==> src/rtl/wave_freq_meter.sv <==
// Recovers the fundamental frequency of a 16-bit offset-binary sample stream:
// a hysteretic rising-crossing detector times the period, a serial divider turns it into Hz.
module wave_freq_meter #(
  parameter int unsigned SAMPLE_HZ = 50000000,
  parameter int unsigned HYST      = 1024,
  parameter int unsigned PERIOD_W  = 24,
  parameter int unsigned TIMEOUT   = 16777215
) (
  input  logic                clk,
  input  logic                reset_n,
  input  logic                sample_en,
  input  logic [15:0]         wave,
  output logic [PERIOD_W-1:0] period,
  output logic                period_valid,
  output logic [19:0]         freq,
  output logic                freq_valid,
  output logic                no_signal,
  output logic                busy
);

  localparam int unsigned MID    = 32768;
  localparam int unsigned DIV_W  = 32;
  localparam int unsigned REM_W  = PERIOD_W + 1;
  localparam int unsigned ITER_W = 6;
  localparam int unsigned FREQ_W = 20;

  localparam logic [15:0]         LO       = 16'(MID - HYST);
  localparam logic [15:0]         HI       = 16'(MID + HYST);
  localparam logic [PERIOD_W-1:0] TMO      = PERIOD_W'(TIMEOUT);
  localparam logic [PERIOD_W-1:0] TMO_M1   = PERIOD_W'(TIMEOUT - 1);
  localparam logic [DIV_W-1:0]    DIVIDEND = DIV_W'(SAMPLE_HZ);
  localparam logic [ITER_W-1:0]   LAST_IT  = ITER_W'(DIV_W);
  localparam logic [FREQ_W-1:0]   FREQ_MAX = '1;

  typedef enum logic {SEEK_LOW, ARMED} det_e;
  typedef enum logic [1:0] {IDLE, DIV, DONE} div_e;

  det_e det_q, det_d;
  logic crossing_c;

  logic [PERIOD_W-1:0] cnt_q, cnt_d;
  logic                locked_q, locked_d;
  logic [PERIOD_W-1:0] period_q, period_d;
  logic                pv_q, pv_d;
  logic                nosig_q, nosig_d;

  div_e                div_q, div_d;
  logic [ITER_W-1:0]   iter_q, iter_d;
  logic [PERIOD_W-1:0] rem_q, rem_d;
  logic [DIV_W-1:0]    quo_q, quo_d;
  logic [PERIOD_W-1:0] dvs_q, dvs_d;
  logic [FREQ_W-1:0]   freq_q, freq_d;
  logic                fv_q, fv_d;
  logic                pending_q, pending_d;
  logic                busy_q, busy_d;
  logic [REM_W-1:0]    rem_sh;
  logic [REM_W-1:0]    rem_diff;

  // Detector state register
  always_ff @(posedge clk or negedge reset_n) begin
    if (!reset_n) det_q <= SEEK_LOW;
    else          det_q <= det_d;
  end

  // Detector next state: only a sample outside the hysteresis band moves it
  always_comb begin
    det_d = det_q;
    if (sample_en) begin
      case (det_q)
        SEEK_LOW: if (wave < LO)  det_d = ARMED;
        ARMED:    if (wave >= HI) det_d = SEEK_LOW;
        default:  det_d = SEEK_LOW;
      endcase
    end
  end

  // Detector output
  always_comb begin
    crossing_c = sample_en && (det_q == ARMED) && (wave >= HI);
  end

  // Period counter, lock tracking and timeout; a crossing beats a same-sample timeout
  always_comb begin
    cnt_d    = cnt_q;
    locked_d = locked_q;
    period_d = period_q;
    pv_d     = 1'b0;
    nosig_d  = nosig_q;
    if (sample_en) begin
      if (crossing_c) begin
        cnt_d    = PERIOD_W'(1);
        locked_d = 1'b1;
        if (locked_q) begin
          period_d = cnt_q;
          pv_d     = 1'b1;
          nosig_d  = 1'b0;
        end
      end else if (cnt_q != TMO) begin
        cnt_d = cnt_q + PERIOD_W'(1);
        if (cnt_q == TMO_M1) begin
          nosig_d  = 1'b1;
          locked_d = 1'b0;
        end
      end
    end
  end

  always_ff @(posedge clk or negedge reset_n) begin
    if (!reset_n) begin
      cnt_q    <= '0;
      locked_q <= 1'b0;
      period_q <= '0;
      pv_q     <= 1'b0;
      nosig_q  <= 1'b1;
    end else begin
      cnt_q    <= cnt_d;
      locked_q <= locked_d;
      period_q <= period_d;
      pv_q     <= pv_d;
      nosig_q  <= nosig_d;
    end
  end

  // Divider state register
  always_ff @(posedge clk or negedge reset_n) begin
    if (!reset_n) div_q <= IDLE;
    else          div_q <= div_d;
  end

  // Divider next state; a pending period reloads straight from DONE
  always_comb begin
    div_d = div_q;
    case (div_q)
      IDLE:    if (pv_q) div_d = DIV;
      DIV:     if (iter_q == LAST_IT) div_d = DONE;
      DONE:    div_d = (pending_q || pv_q) ? DIV : IDLE;
      default: div_d = IDLE;
    endcase
  end

  assign rem_sh   = {rem_q, quo_q[DIV_W-1]};
  assign rem_diff = rem_sh - {1'b0, dvs_q};

  // Divider datapath: iteration 0 loads, iterations 1..32 each retire one quotient bit
  always_comb begin
    iter_d    = iter_q;
    rem_d     = rem_q;
    quo_d     = quo_q;
    dvs_d     = dvs_q;
    freq_d    = freq_q;
    fv_d      = 1'b0;
    pending_d = pending_q;
    busy_d    = (div_d != IDLE);
    case (div_q)
      IDLE: begin
        if (div_d == DIV) iter_d = '0;
      end
      DIV: begin
        if (pv_q) pending_d = 1'b1;
        iter_d = iter_q + ITER_W'(1);
        if (iter_q == '0) begin
          rem_d = '0;
          quo_d = DIVIDEND;
          dvs_d = period_q;
        end else begin
          if (rem_sh >= {1'b0, dvs_q}) begin
            rem_d = rem_diff[PERIOD_W-1:0];
            quo_d = {quo_q[DIV_W-2:0], 1'b1};
          end else begin
            rem_d = rem_sh[PERIOD_W-1:0];
            quo_d = {quo_q[DIV_W-2:0], 1'b0};
          end
          if (iter_q == LAST_IT) begin
            freq_d = (|quo_d[DIV_W-1:FREQ_W]) ? FREQ_MAX : quo_d[FREQ_W-1:0];
            fv_d   = 1'b1;
          end
        end
      end
      DONE: begin
        pending_d = 1'b0;
        if (div_d == DIV) iter_d = '0;
      end
      default: ;
    endcase
  end

  always_ff @(posedge clk or negedge reset_n) begin
    if (!reset_n) begin
      iter_q    <= '0;
      rem_q     <= '0;
      quo_q     <= '0;
      dvs_q     <= '0;
      freq_q    <= '0;
      fv_q      <= 1'b0;
      pending_q <= 1'b0;
      busy_q    <= 1'b0;
    end else begin
      iter_q    <= iter_d;
      rem_q     <= rem_d;
      quo_q     <= quo_d;
      dvs_q     <= dvs_d;
      freq_q    <= freq_d;
      fv_q      <= fv_d;
      pending_q <= pending_d;
      busy_q    <= busy_d;
    end
  end

  assign period       = period_q;
  assign period_valid = pv_q;
  assign freq         = freq_q;
  assign freq_valid   = fv_q;
  assign no_signal    = nosig_q;
  assign busy         = busy_q;

endmodule

==> config.mk <==
export PLATFORM = sky130hd
export DESIGN_NAME = wave_freq_meter
export DESIGN_NICKNAME = d
export VERILOG_FILES = /design/src/rtl/wave_freq_meter.sv
export SDC_FILE = /design/constraint.sdc
export NUM_CORES = 1
export LEC_CHECK = 0
export ABC_AREA = 1
export ABC_CLOCK_PERIOD_IN_PS = 2300
export CORE_MARGIN = 10
export CORE_UTILIZATION = 59
export DETAILED_ROUTE_END_ITERATION = 7
export PLACE_DENSITY = 0.77
export SETUP_SLACK_MARGIN = 0.15
export SYNTH_ARGS = -nofsm -noshare
export SYNTH_HDL_FRONTEND = slang
export SYNTH_SLANG_ARGS = --single-unit
==> constraint.sdc <==
create_clock -name clk -period 2.3 [get_ports clk]
set_input_delay 0.575 -clock clk [delete_from_list [all_inputs] [get_ports clk]]
set_output_delay 0.575 -clock clk [all_outputs]
set_load 0.02 [all_outputs]
==> flow_metrics.py <==
metrics = {
    "outcome": {
        "status": "finished clean",
    },
    "global_route": {
        "antenna_found_initial": 0,
        "grtUsageTotal": 0.229,
        "grt_pass1_wl_mm": 37.9,
        "globalRoute.totalOverflow": 0,
        "grt_max_degree": 52,
        "first_global_vias": 7893,
    },
    "sta": {
        "setup_viol": 0,
        "tightest_slew_ns": 0.451,
        "layout_setup_ws_ns": 0.203,
        "hold_violations": 0,
        "timing.fmax_mhz": 477,
        "fin_crit_ns": 2.10,
        "tns_ns": 0,
        "min_period_over_period": 0.912,
        "final_max_slew_viol_count": 0,
        "skew_ns": 0.0107,
        "whs_ns": 0.00369,
        "rsz0062_at_grt": "true",
        "slew_headroom": 0.699,
    },
    "floorplan": {
        "die_w_um": 144,
        "die-area_mm2": 0.0207,
        "io_pins": 67,
        "core_area_mm2": 0.0151,
        "fp-row-count": 45,
        "start_util": 0.598,
        "die_h_um": 144,
    },
    "layout": {
        "layout-drive-gt1-share": 0.105,
        "fill_cells": 1179,
        "syn2layout_area_growth_pct": 20.3,
        "final-seq-area_mm2": 0.00408,
        "nets": 1335,
        "final_common_cell": "nand2_1",
        "n_antenna_cell": 0,
        "multi_input_area_mm2": 0.00422,
        "layout_common_cells": "nand2_1, inv_1, dfrtp_1, nor2_1, o21ai_0",
    },
    "power": {
        "p_leak_nw": 5.38,
        "vdd_ir_drop_max_uv": 1010,
        "p_per_area_mw_per_mm2": 1590,
    },
    "logic_synthesis": {
        "yosysUniqueCellTypes": 38,
        "syn_avg_cell_area_um2": 7.46,
        "syn_inst": 1214,
        "syn_nets": 1262,
        "yosys_warnings": 0,
        "synth-seq-area-share": 0.451,
        "syn_area_mm2": 0.00905,
        "synth_edf_count": 0,
        "synthFlopType": "dfrtp_1",
        "async_reset_ff_frac": 1.00,
        "ys_seq_elements": 163,
    },
    "clock_tree": {
        "clk_pin_slew_ns": 0.07,
        "cts_root_buf": "clkbuf_16",
        "cts_tree": "built",
        "clockBufferDepth": 2,
        "htreeDepth": 4,
        "numCtsBuffers": 17,
        "cts_num_sinks": 163,
        "clock_latency_ns": 0.43,
    },
    "route": {
        "viasPerCell": 5.46,
        "via_count": 8127,
        "wl_per_cell_um": 15.7,
        "detail-route-antenna-nets": 0,
        "wl_mm": 23.4,
        "drt_iter0_markers": 679,
        "drtPass1Iterations": 5,
        "drc": 0,
    },
    "hold_path": {
        "holdCritPathClass": "in2async",
    },
    "critical_path": {
        "endpoint_kind": "register",
        "critPathMaxFanout": 19,
        "start_kind": "register",
        "crit_required_ns": 2.61,
        "crit_type": "reg2reg",
        "arrival_ns": 2.40,
    },
    "place": {
        "dpl.hpwl_mm": 16.4,
        "place.gp.congestion": 0.955,
        "portBuffers": 56,
        "dpl_worst_slack_ns": 0.00159,
    },
    "run": {
        "maxCapViolCount": 0,
    },
}
stage by stage:
step           utilization  instance area (µm²)  total power, mW  cells
2_1_floorplan            -                 9050             10.7   1214
3_3_place_gp         0.655                 9920             13.1   1451
3_5_place_dp         0.655                 9920             13.3   1451
4_1_cts              0.697                10600             16.4   1483
5_1_grt              0.719                10900             18.8   1488
6_report             0.719                10900             17.3   1488
critical path, cell delays in order (launching register included):
cell	delay [ns]
dfrtp_1	0.40
ha_1	0.36
a21oi_2	0.16
nor2_1	0.06
nor2_1	0.14
nand2_1	0.11
a21oi_4	0.18
buf_6	0.24
nand4_1	0.12
nand3_1	0.12
nand2_1	0.08
worst paths after layout:
check                           startpoint   endpoint  slack, ns  depth (start not counted)
worst max-delay path             rem_q[21]  rem_q[11]       0.20                         10
worst min register to register    dvs_q[8]   dvs_q[8]       0.48                          2
min in group clk                  dvs_q[8]   dvs_q[8]       0.48                          2
worst min-delay path               reset_n    freq[5]      0.004                          1
worst max register to register   rem_q[21]  rem_q[11]       0.20                         10
max in group asynchronous          reset_n  no_signal       1.65                          2
metal layers:
layer	share of wire	vias up	wire, µm	global-route usage
met5	0	-	0	0
met4	0.015	0	348	0.0672
met3	0.057	31	1330	0.0505
met2	0.49	213	11500	0.374
met1	0.44	3873	10300	0.299
li1	-	4010	-	-
flip-flops by register name (all words and copies together) (netlist names):
name and cells:
div_q 2, busy 1, locked_q 1, no_signal 1, det_q 1, rem_q 24
period_valid 1, freq 20, period 24, cnt_q 24, freq_valid 1, dvs_q 24
iter_q 6, pending_q 1, quo_q 32
cell families after synthesis:
family | synth area share
XOR/XNOR | 0.0164
AO/OA/AOI/OAI | 0.0989
buffers and inverters | 0.114
flip-flops | 0.451
adder cells (fa/ha/maj) | 0.0409
AND/OR/NAND/NOR | 0.279
where the power goes:
group | internal [mW] | total [mW] | leakage [nW] | switching [mW]
logic | 3.84 | 9.71 | 3.00 | 5.87
clock network | 1.68 | 2.97 | 0.307 | 1.28
registers | 3.93 | 4.66 | 2.07 | 0.727
total | 9.46 | 17.3 | 5.38 | 7.88
area by class of cell:
| cell class | instances | share of cell area |
|---|---|---|
| clock buffers | 18 | 0.0403 |
| multi-input cells | 793 | 0.387 |
| inverters | 219 | 0.0758 |
| repair buffers | 93 | 0.0837 |
| well taps | 188 | 0.0216 |
| clock inverters | 14 | 0.0169 |
| flip-flops and latches | 163 | 0.374 |
timing repair:
item	CTS	global route
buffers inserted	0	4
endpoints found under the setup margin	7	33
resized for setup	3	53
endpoints found under the hold margin	0	0
cloned	0	1
pin swaps	0	4
hold buffers	0	0
synthesized netlist by cell type, types with 14 or more instances:
cell,number,area share
nand4_1,41,0.028
ha_1,28,0.039
o22ai_1,21,0.015
nor2_1,82,0.034
nand3_1,62,0.034
nand2_1,358,0.15
xnor2_1,14,0.014
inv_1,213,0.088
dfrtp_1,162,0.45
clkbuf_1,17,0.0070
o21ai_0,69,0.038
a21oi_1,40,0.022
Note: power is estimated with default switching activity, not from simulation.
